File: config.mk
export PLATFORM = sky130hd
export DESIGN_NAME = wb_commit_arbiter_flat
export DESIGN_NICKNAME = d
export VERILOG_FILES = /design/src/rtl/wb_commit_arbiter_if.sv /design/src/rtl/wb_commit_arbiter.sv /design/src/flat_wrapper.sv
export SDC_FILE = /design/constraint.sdc
export NUM_CORES = 1
export LEC_CHECK = 0
export ABC_AREA = 0
export CAP_MARGIN = 20
export CORE_ASPECT_RATIO = 1.1
export CORE_MARGIN = 4
export CORE_UTILIZATION = 50
export DETAILED_ROUTE_END_ITERATION = 12
export PLACE_DENSITY = 0.87
export SLEW_MARGIN = 20
export SYNTH_ARGS = -nofsm -noshare
export SYNTH_HDL_FRONTEND = slang
export SYNTH_SLANG_ARGS = --single-unit
File: constraint.sdc
create_clock -name clk -period 4.2 [get_ports clk]
set_input_delay 0.63 -clock clk [delete_from_list [all_inputs] [get_ports clk]]
set_output_delay 0.63 -clock clk [all_outputs]
set_load 0.05 [all_outputs]
File: src/rtl/wb_commit_arbiter_if.sv
// Writeback bundle between the ALU/MUL result producers, the issue-side MUL
// credit handshake, the register-file write port and the scoreboard release.
// Optional perf counter outputs exist only with WB_PERF_COUNTERS_EN defined.
interface wb_commit_arbiter_if;

    typedef struct packed {
        logic [4:0]  rd;
        logic [31:0] result;
    } alu_wb_inf_t;

    typedef struct packed {
        logic [4:0]  rd;
        logic [31:0] result;
    } mul_wb_inf_t;

    // Result producers
    logic        alu_valid;
    alu_wb_inf_t alu_wb_inf;
    logic        mul_valid;
    mul_wb_inf_t mul_wb_inf;

    // Issue-side MUL credit handshake
    logic        ix_mul_ready;
    logic        ix_mul_issue;

    // Register-file write port
    logic        rf_we;
    logic [4:0]  rf_waddr;
    logic [31:0] rf_wdata;

    // Scoreboard release
    logic        wb_retire_valid;
    logic [4:0]  wb_retire_rd;

`ifdef WB_PERF_COUNTERS_EN
    logic [31:0] perf_mul_defer_cycles;
    logic [31:0] perf_retired;
    logic [31:0] perf_fifo_full_cycles;
`endif

    // Environment side: drives results and issue, observes writeback
    modport master (
        output alu_valid, alu_wb_inf, mul_valid, mul_wb_inf, ix_mul_issue,
        input  ix_mul_ready, rf_we, rf_waddr, rf_wdata,
        input  wb_retire_valid, wb_retire_rd
`ifdef WB_PERF_COUNTERS_EN
        , input perf_mul_defer_cycles, perf_retired, perf_fifo_full_cycles
`endif
    );

    // Arbiter side
    modport slave (
        input  alu_valid, alu_wb_inf, mul_valid, mul_wb_inf, ix_mul_issue,
        output ix_mul_ready, rf_we, rf_waddr, rf_wdata,
        output wb_retire_valid, wb_retire_rd
`ifdef WB_PERF_COUNTERS_EN
        , output perf_mul_defer_cycles, perf_retired, perf_fifo_full_cycles
`endif
    );

endinterface

File: src/rtl/wb_commit_arbiter.sv
// Writeback commit arbiter: merges ALU and MUL results onto one register-file
// write port. ALU always wins; MUL results that lose are held in a skid FIFO
// and retire in arrival order. An inflight credit counter keeps IX from
// launching a MUL op the FIFO could not absorb.
// Optional perf counters are built when WB_PERF_COUNTERS_EN is defined.
module wb_commit_arbiter #(
    parameter int unsigned MUL_FIFO_DEPTH = 4,
    parameter int unsigned MUL_PIPE_DEPTH = 3
) (
    input  logic                clk,
    input  logic                rst,
    wb_commit_arbiter_if.slave  bus
);

    localparam int unsigned AW = $clog2(MUL_FIFO_DEPTH);
    localparam int unsigned CW = AW + 1;
    // Inflight is bounded by the FIFO depth through the credit check, but is
    // sized to also cover a full MUL pipe so a misbehaving IX cannot wrap it.
    localparam int unsigned IW = $clog2(MUL_FIFO_DEPTH + MUL_PIPE_DEPTH + 1);
    localparam int unsigned SW = ((CW > IW) ? CW : IW) + 1;
    localparam int unsigned DW = 37;

    // FIFO state
    logic [DW-1:0] r_mem [MUL_FIFO_DEPTH];
    logic [AW-1:0] r_wr_ptr;
    logic [AW-1:0] r_rd_ptr;
    logic [CW-1:0] r_count;
    logic [IW-1:0] r_inflight;

    // Registered writeback outputs
    logic          r_rf_we;
    logic [4:0]    r_rf_waddr;
    logic [31:0]   r_rf_wdata;
    logic          r_retire_valid;
    logic [4:0]    r_retire_rd;

    // Arbitration and FIFO control
    logic          w_empty;
    logic          w_full;
    logic          w_sel_byp;
    logic          w_pop;
    logic          w_push_req;
    logic          w_push;
    logic          w_ready;
    logic          w_issue;
    logic          w_mul_ret;
    logic [DW-1:0] w_head;
    logic          w_ret_v;
    logic [4:0]    w_ret_rd;
    logic [31:0]   w_ret_data;

    assign w_empty    = (r_count == '0);
    assign w_full     = (r_count == CW'(MUL_FIFO_DEPTH));
    assign w_head     = r_mem[r_rd_ptr];

    assign w_pop      = !bus.alu_valid && !w_empty;
    assign w_sel_byp  = !bus.alu_valid && w_empty && bus.mul_valid;
    assign w_push_req = bus.mul_valid && !w_sel_byp;
    // A push into a full FIFO is only legal alongside a pop; otherwise drop it.
    assign w_push     = w_push_req && (!w_full || w_pop);

    assign w_ready    = !rst &&
                        ((SW'(r_count) + SW'(r_inflight) + SW'(1)) <= SW'(MUL_FIFO_DEPTH));
    assign w_issue    = bus.ix_mul_issue && w_ready;
    assign w_mul_ret  = bus.mul_valid && (r_inflight != '0);

    // Select this cycle's retiring result: ALU, then FIFO head, then bypass
    always_comb begin
        w_ret_v    = 1'b0;
        w_ret_rd   = '0;
        w_ret_data = '0;
        if (bus.alu_valid) begin
            w_ret_v    = 1'b1;
            w_ret_rd   = bus.alu_wb_inf.rd;
            w_ret_data = bus.alu_wb_inf.result;
        end else if (!w_empty) begin
            w_ret_v    = 1'b1;
            w_ret_rd   = w_head[36:32];
            w_ret_data = w_head[31:0];
        end else if (bus.mul_valid) begin
            w_ret_v    = 1'b1;
            w_ret_rd   = bus.mul_wb_inf.rd;
            w_ret_data = bus.mul_wb_inf.result;
        end
    end

    // FIFO storage; contents are not reset, pointers and count qualify them
    always_ff @(posedge clk) begin
        if (w_push) begin
            r_mem[r_wr_ptr] <= bus.mul_wb_inf;
        end
    end

    // FIFO pointers and occupancy
    always_ff @(posedge clk or posedge rst) begin
        if (rst) begin
            r_wr_ptr <= '0;
            r_rd_ptr <= '0;
            r_count  <= '0;
        end else begin
            if (w_push) begin
                r_wr_ptr <= r_wr_ptr + AW'(1);
            end
            if (w_pop) begin
                r_rd_ptr <= r_rd_ptr + AW'(1);
            end
            if (w_push && !w_pop) begin
                r_count <= r_count + CW'(1);
            end else if (w_pop && !w_push) begin
                r_count <= r_count - CW'(1);
            end
        end
    end

    // Inflight MUL credit tracking: +1 on accepted issue, -1 on MUL result
    always_ff @(posedge clk or posedge rst) begin
        if (rst) begin
            r_inflight <= '0;
        end else if (w_issue && !w_mul_ret) begin
            r_inflight <= r_inflight + IW'(1);
        end else if (w_mul_ret && !w_issue) begin
            r_inflight <= r_inflight - IW'(1);
        end
    end

    // Register the winning result onto the write port and retire bus
    always_ff @(posedge clk or posedge rst) begin
        if (rst) begin
            r_rf_we        <= 1'b0;
            r_rf_waddr     <= '0;
            r_rf_wdata     <= '0;
            r_retire_valid <= 1'b0;
            r_retire_rd    <= '0;
        end else begin
            r_rf_we        <= w_ret_v && (w_ret_rd != 5'd0);
            r_retire_valid <= w_ret_v;
            if (w_ret_v) begin
                r_rf_waddr  <= w_ret_rd;
                r_rf_wdata  <= w_ret_data;
                r_retire_rd <= w_ret_rd;
            end
        end
    end

    assign bus.ix_mul_ready    = w_ready;
    assign bus.rf_we           = r_rf_we;
    assign bus.rf_waddr        = r_rf_waddr;
    assign bus.rf_wdata        = r_rf_wdata;
    assign bus.wb_retire_valid = r_retire_valid;
    assign bus.wb_retire_rd    = r_retire_rd;

`ifdef WB_PERF_COUNTERS_EN
    logic [31:0] r_perf_defer;
    logic [31:0] r_perf_retired;
    logic [31:0] r_perf_full;

    // Performance counters, free-running and wrapping
    always_ff @(posedge clk or posedge rst) begin
        if (rst) begin
            r_perf_defer   <= '0;
            r_perf_retired <= '0;
            r_perf_full    <= '0;
        end else begin
            if (!w_empty && bus.alu_valid) begin
                r_perf_defer <= r_perf_defer + 32'd1;
            end
            if (r_retire_valid) begin
                r_perf_retired <= r_perf_retired + 32'd1;
            end
            if (w_full) begin
                r_perf_full <= r_perf_full + 32'd1;
            end
        end
    end

    assign bus.perf_mul_defer_cycles = r_perf_defer;
    assign bus.perf_retired          = r_perf_retired;
    assign bus.perf_fifo_full_cycles = r_perf_full;
`endif

`ifndef SYNTHESIS
    // A compliant IX never lets a MUL result arrive at a full, non-draining FIFO
    a_no_overflow: assert property (@(posedge clk) disable iff (rst)
        !(w_push_req && w_full && !w_pop))
        else $error("wb_commit_arbiter: MUL result dropped on full FIFO");
`endif

endmodule

File: src/flat_wrapper.sv
// flat-port wrapper written by rule: the top's interface ports become plain ports
module wb_commit_arbiter_flat 
#(
    parameter int unsigned MUL_FIFO_DEPTH = 4,
    parameter int unsigned MUL_PIPE_DEPTH = 3
)
  (clk, rst, bus_alu_valid, bus_alu_wb_inf, bus_mul_valid, bus_mul_wb_inf, bus_ix_mul_issue, bus_ix_mul_ready, bus_rf_we, bus_rf_waddr, bus_rf_wdata, bus_wb_retire_valid, bus_wb_retire_rd);
  wb_commit_arbiter_if bus_i ();
  input  logic clk;
  input  logic rst;
  input wire logic [$bits(bus_i.alu_valid)-1:0] bus_alu_valid;
  input wire logic [$bits(bus_i.alu_wb_inf)-1:0] bus_alu_wb_inf;
  input wire logic [$bits(bus_i.mul_valid)-1:0] bus_mul_valid;
  input wire logic [$bits(bus_i.mul_wb_inf)-1:0] bus_mul_wb_inf;
  input wire logic [$bits(bus_i.ix_mul_issue)-1:0] bus_ix_mul_issue;
  output wire logic [$bits(bus_i.ix_mul_ready)-1:0] bus_ix_mul_ready;
  output wire logic [$bits(bus_i.rf_we)-1:0] bus_rf_we;
  output wire logic [$bits(bus_i.rf_waddr)-1:0] bus_rf_waddr;
  output wire logic [$bits(bus_i.rf_wdata)-1:0] bus_rf_wdata;
  output wire logic [$bits(bus_i.wb_retire_valid)-1:0] bus_wb_retire_valid;
  output wire logic [$bits(bus_i.wb_retire_rd)-1:0] bus_wb_retire_rd;
  assign bus_i.alu_valid = bus_alu_valid;
  assign bus_i.alu_wb_inf = bus_alu_wb_inf;
  assign bus_i.mul_valid = bus_mul_valid;
  assign bus_i.mul_wb_inf = bus_mul_wb_inf;
  assign bus_i.ix_mul_issue = bus_ix_mul_issue;
  assign bus_ix_mul_ready = bus_i.ix_mul_ready;
  assign bus_rf_we = bus_i.rf_we;
  assign bus_rf_waddr = bus_i.rf_waddr;
  assign bus_rf_wdata = bus_i.rf_wdata;
  assign bus_wb_retire_valid = bus_i.wb_retire_valid;
  assign bus_wb_retire_rd = bus_i.wb_retire_rd;
  wb_commit_arbiter #(.MUL_FIFO_DEPTH(MUL_FIFO_DEPTH), .MUL_PIPE_DEPTH(MUL_PIPE_DEPTH)) u_core (.clk(clk), .rst(rst), .bus(bus_i));
endmodule
==> flow_summary_export.csv, run 1 <==
group,metric,value,unit
timing,fin_crit_sh,78.1,%
final_layout,area_growth,23.5,%
final_layout,drive_gt1_share,13.8,%
clocking,postCtsSetupBuffers,0,
logic_synthesis,avgSynthCellArea,15.9,µm²
setup_path,rrSetupSlack,1470,ps
logic_synthesis,ys_ff_latch,197,
timing,rsz0062_at_grt,"false",
logic_synthesis,syn_area,8170,µm²
timing,skew,11.7,ps
timing,hold_slack,519,ps
timing,slew_headroom,30.2,%
run_status,status,"finished, final reports clean",
setup_path,worst-endpoint-required,3570,ps
drt,drt_iter0_drc,329,
timing,tightest_slew,1050,ps
clocking,clkSinkCount,197,
min_path,hp-class,"reg -> reg",
logic_synthesis,synth_nets,604,
clocking,htree_levels,4,
clocking,cts_buffers,17,
clocking,cts_buffer_depth,2,
die,die_y,142,µm
global_route,grt_pass1_vias,5116,
logic_synthesis,synth-edff-count,148,
clocking,clkLatencyLatePin,430,ps
final_layout,multi_input_area,2270,µm²
drt,antenna_left,0,
logic_synthesis,synth_ff_type,"edfxtp_1",
place,dp_cells,808,
setup_path,critPathCaptureType,"primary output",
die,num_io_pins,124,
die,core,15900,µm²
setup_path,startpoint_type,"flip-flop",
final_layout,stdcell_count,840,
final_layout,finish.utilization,63.6,%
timing,fin_crit,3280,ps
timing,slew_violations,0,
drt,wirelength,16900,µm
global_route,overflow,0,
logic_synthesis,async_reset_ff_share,24.9,%
global_route,antenna_found_initial,0,
global_route,grt_first_pass_wirelength,27000,µm
timing,setup-tns-final,0,ps
logic_synthesis,synthCells,514,
place,gp_congestion,0.755,
logic_synthesis,netlist-cell-type-count,33,
die,num_rows,48,
die,start_util,51.5,%
setup_path,worst-setup-path-type,"reg -> out",
drt,drtPass1Iterations,5,
global_route,grt_usage,19.2,%
final_layout,fin_nets,717,
timing,fmax,305,MHz
flow_run,drv_cap,0,
clocking,path_clk_slew,60,ps
drt,drcViolationCount,0,
timing,hold_viol,0,
clocking,cts_tree,"done",
place,port_buffers,123,
final_layout,num_antenna_cells,0,
pwr,ir_worst_vdd,0.000460,V
pwr,leakagePower,0.00364,µW
die,die_x,130,µm
logic_synthesis,ys.warnings.count,0,
final_layout,fillerInstances,1109,
logic_synthesis,ys_seq_area_share,69.4,%
setup_path,cp.arrival,2650,ps
place,placed_area,9490,µm²
drt,via_per_inst,5.54,
final_layout,final_area,10100,µm²
setup_path,cp_max_fo,4,
timing,setup_viol,0,
final_layout,regArea,5680,µm²
global_route,grt_max_degree,77,
clocking,cts_resized,0,
drt,via_count,4650,
pwr,power_density,702,nW/µm²
drt,routedWlPerCell,20.1,µm
place,dpl.hpwl,11000,µm
die,dieArea,18500,µm²
clocking,cts-root-buf,"clkbuf_16",
clocking,hold_buffers,0,
## final timing paths
| check | from | depth (start not counted) | to |
|---|---|---|---|
| min reg2reg | u_core.bus.rf_waddr[1] | 2 | u_core.bus.rf_waddr[1] |
| min in group asynchronous | rst | 2 | u_core.r_count[0] |
| max | u_core.r_inflight[1] | 6 | bus_ix_mul_ready |
| max reg2reg | u_core.r_inflight[1] | 12 | u_core.r_inflight[2] |
| min | u_core.bus.rf_waddr[1] | 2 | u_core.bus.rf_waddr[1] |
| max in group asynchronous | rst | 3 | u_core.bus.rf_wdata[30] |
## cell usage in the layout (no fill, tap or decap), drive strengths merged, types with 3 or more instances in the layout
cell type	count
nor2	36
nand3	4
xnor2	4
dfrtp	49
clkinv	3
xor2	6
mux2i	32
clkbuf	21
inv	12
clkinvlp	4
ha	9
nor3	3
buf	7
o21ai	34
and2	5
mux4	37
a21oi	41
edfxtp	148
nand2	47
clkdlybuf4s50	121
## stage by stage
step	power, µW	worst slack [ps]
floorplan	4760	751
CTS	7160	898
global placement	5410	1430
global route	7450	760
finish	7080	922
detailed placement	5550	1390
## registers in the layout, summed over array words and instances (netlist names)
name and flops:
u_core.bus.rf_wdata 32, u_core.bus.wb_retire_valid 1, u_core.r_mem 148, u_core.r_rd_ptr 2
u_core.bus.rf_we 1, u_core.r_count 3, u_core.bus.rf_waddr 5, u_core.r_wr_ptr 2
u_core.r_inflight 3
## where the power goes
group	total [µW]	leakage [µW]	internal (µW)	switching [µW]
Clock	1610	0.000281	929	684
Sequential	2970	0.00193	2610	360
Combinational	2500	0.00142	1060	1440
Total	7080	0.00364	4600	2480
## cell usage after synthesis (2+ instances only)
cell type,count,area (µm²)
nand2_1,47,176
buf_6,4,45.0
buf_2,14,70.1
a21oi_1,38,190
xor2_1,6,52.6
nor3_1,2,10.0
mux2i_1,32,320
buf_4,5,37.5
fa_1,2,40.0
nor2_1,36,135
inv_1,10,37.5
ha_1,9,113
o21ai_0,6,30.0
a21oi_2,3,26.3
mux2_2,2,22.5
dfrtp_1,49,1230
nand3_1,4,20.0
a31oi_1,2,12.5
nor2b_1,2,12.5
xnor2_1,4,35.0
mux4_2,37,833
clkbuf_1,11,41.3
o21ai_1,28,140
edfxtp_1,148,4440
and2_1,5,31.3
## area by class of cell
cell class                      instances  area share [%]
Clock buffer                           21            4.67
Tap cell                              200            2.48
Multi-Input combinational cell        273            22.5
Timing Repair Buffer                  128            12.5
Inverter                               10           0.372
Sequential cell                       197            56.2
Clock inverter                         11            1.22
## critical path, cell delays in order, from the launching register on
cell and delay, ps:
dfrtp_1 440, ha_1 350, nor2b_1 150, o21ai_0 150, a21oi_1 90, nor3_1 190
clkdlybuf4s50_1 850
## metal layers
metal / part of all wire, % / routed length, µm / GRT usage [%] / vias up
met5: 0 / 0 / 0 / -
met3: 4.7 / 791 / 4.09 / 17
met2: 55 / 9220 / 33.5 / 117
met1: 40 / 6680 / 23.7 / 2374
li1: - / - / - / 2142
met4: 1.2 / 206 / 6.78 / 0
## cell families after synthesis
family	count (synthesis)	share of synthesized area [%]
fa+ha+maj	11	1.87
xor+xnor	10	1.07
compound gates	81	5.28
simple gates	100	5.15
mux	71	14.4
buf+inv	44	2.83
flops	197	69.4
No activity file was read; power rests on OpenSTA's default activity.
==> run 2, diff against run 1 <==
- clock period: 4.2 -> 3.2 ns (I/O delays scaled with it)
==> run 2 against run 1 <==
Effect of this change:
- utilization is 0.45 points higher
- first-iteration DRC count is 0.30% higher
- sequential share of layout area is 0.42 points lower
- final cell count is 1.2% higher
- routed wire length is 0.79% higher
- sequential cell count stayed put
- die area stayed put
- hold slack worse by 89 ps
- critical path depth stayed put
- clock skew is 0.77 ps higher
- global-route usage is 0.32 points higher
- register-to-register slack worse by 920 ps
==> flow_summary_export.csv, run 2 (synthesis gave the netlist of run 1 again) <==
group,metric,value,unit
run_status,status,"finished, final reports clean",
global_route,grt_first_pass_wirelength,27100,µm
final_layout,num_antenna_cells,0,
setup_path,worst-setup-path-type,"reg -> out",
clocking,cts-root-buf,"clkbuf_16",
min_path,min_from,"bus_alu_valid",
place,dpl.hpwl,11100,µm
drt,drcViolationCount,0,
drt,routed.top_layer,"met4",
pwr,leakagePower,0.00369,µW
die,die_x,130,µm
min_path,hp-class,"in -> reg",
die,dieArea,18500,µm²
place,place_ws,566,ps
global_route,grt_usage,19.5,%
setup_path,critPathCaptureType,"primary output",
timing,slew_headroom,48.7,%
final_layout,mostFrequentLayoutCells,"148 x edfxtp_1, 121 x clkdlybuf4s50_1, 47 x nand2_1, 47 x dfrtp_1, 38 x a21oi_1",
clocking,clkSinkCount,197,
setup_path,reg2reg_depth,12,
drt,wl_met2,9100,µm
timing,rsz0062_at_grt,"false",
die,die_y,142,µm
min_path,whs_endpoint,"u_core.r_rd_ptr[0]",
place,gp_congestion,0.751,
setup_path,cp_max_fo,4,
timing,fmax,326,MHz
place,dp_cells,818,
clocking,hold_buffers,0,
timing,hold_slack,430,ps
flow_run,drv_cap,0,
drt,routedWlPerCell,20.0,µm
setup_path,worst-endpoint-required,2720,ps
setup_path,regToRegEndpoint,"u_core.r_inflight[2]",
timing,tightest_slew,769,ps
clocking,postCtsSetupBuffers,0,
clocking,cts_tree,"done",
clocking,cts_buffer_depth,2,
final_layout,largest_reg_flops,148,
timing,fin_crit_sh,95.7,%
final_layout,drive_gt1_share,15.2,%
die,start_util,51.5,%
global_route,grt_max_degree,76,
clocking,clkLatencyLatePin,420,ps
pwr,combPwrFrac,37.1,%
drt,antenna_left,0,
global_route,antenna_found_initial,0,
pwr,report.power.total,9310,µW
timing,fin_crit,3060,ps
global_route,grt_pass1_vias,5067,
pwr,clkPwrFrac,22.3,%
timing,setup_ws,137,ps
clocking,cts_buffers,17,
pwr,internal_power,6040,µW
drt,dr_wl_met3,824,µm
pwr,p_switching,3280,µW
setup_path,r2r_start,"u_core.r_inflight[1]",
clocking,htree_levels,4,
timing,setup_viol,0,
min_path,hold_depth,3,
global_route,overflow,0,
final_layout,fin_nets,727,
timing,slew_violations,0,
timing,skew,12.4,ps
timing,setup-tns-final,0,ps
pwr,ir_worst_vdd,0.000641,V
setup_path,startpoint_type,"flip-flop",
die,core,15900,µm²
drt,via_count,4667,
drt,wirelength,17000,µm
pwr,seq_power_share,40.7,%
timing,hold_viol,0,
final_layout,area_growth,24.4,%
final_layout,top_register,"u_core.r_mem",
pwr,p_sw_share,35.2,%
clocking,cts_resized,0,
place,port_buffers,123,
die,num_io_pins,124,
drt,met1_length,6890,µm
drt,drtPass1Iterations,4,
drt,drt_iter0_drc,330,
setup_path,cp.arrival,2580,ps
die,num_rows,48,
clocking,path_clk_slew,70,ps
setup_path,rrSetupSlack,550,ps
final_layout,stdcell_count,850,
final_layout,final_common_cell,"edfxtp_1",
pwr,power_density,916,nW/µm²
drt,via_per_inst,5.49,
run 2: worst max path at each step:
stage,depth (start not counted),endpoint,from
after floorplan,12,u_core.r_inflight[2],u_core.r_inflight[1]
after global placement,6,bus_ix_mul_ready,u_core.r_count[1]
after detailed placement,12,u_core.r_inflight[2],u_core.r_inflight[1]
after CTS,6,bus_ix_mul_ready,u_core.r_count[1]
after global routing,6,bus_ix_mul_ready,u_core.r_inflight[1]
final,6,bus_ix_mul_ready,u_core.r_inflight[1]
run 2: power groups by stage:
stage	registers, µW	clock network, µW	logic, µW
final	3790	2070	3450
after global routing	3850	2230	3720
after CTS	3790	2120	3510
after detailed placement	3830	0	3480
after global placement	3770	0	3380
after floorplan	4310	0	1950
run 2: stage by stage:
stage               area, µm²  util, %
floorplan                8180        -
global placement         9590     60.5
detailed placement       9590     60.5
CTS                     10200     64.1
global route            10200     64.1
finish                  10200     64.1
run 2: layout make-up:
cell class | count | area [µm²]
Fill cell | 1115 | 5690
Multi-Input combinational cell | 273 | 2280
Inverter | 10 | 37.5
Sequential cell | 197 | 5670
Clock buffer | 19 | 443
Clock inverter | 13 | 133
Timing Repair Buffer | 138 | 1350
Tap cell | 200 | 250
run 2: per-layer routing:
layer  vias to the layer above  global-route usage (%)
met4                         0                    6.24
met5                         -                       0
met3                        16                    5.11
met2                       127                    33.9
li1                       2174                       -
met1                      2350                    23.9
run 2: critical path, stage by stage, from the launching register on:
cell             delay (ps)
dfrtp_1                 440
ha_1                    360
nor2b_1                 150
o21ai_0                 140
a21oi_1                  90
nor3_2                  140
clkdlybuf4s50_1         830
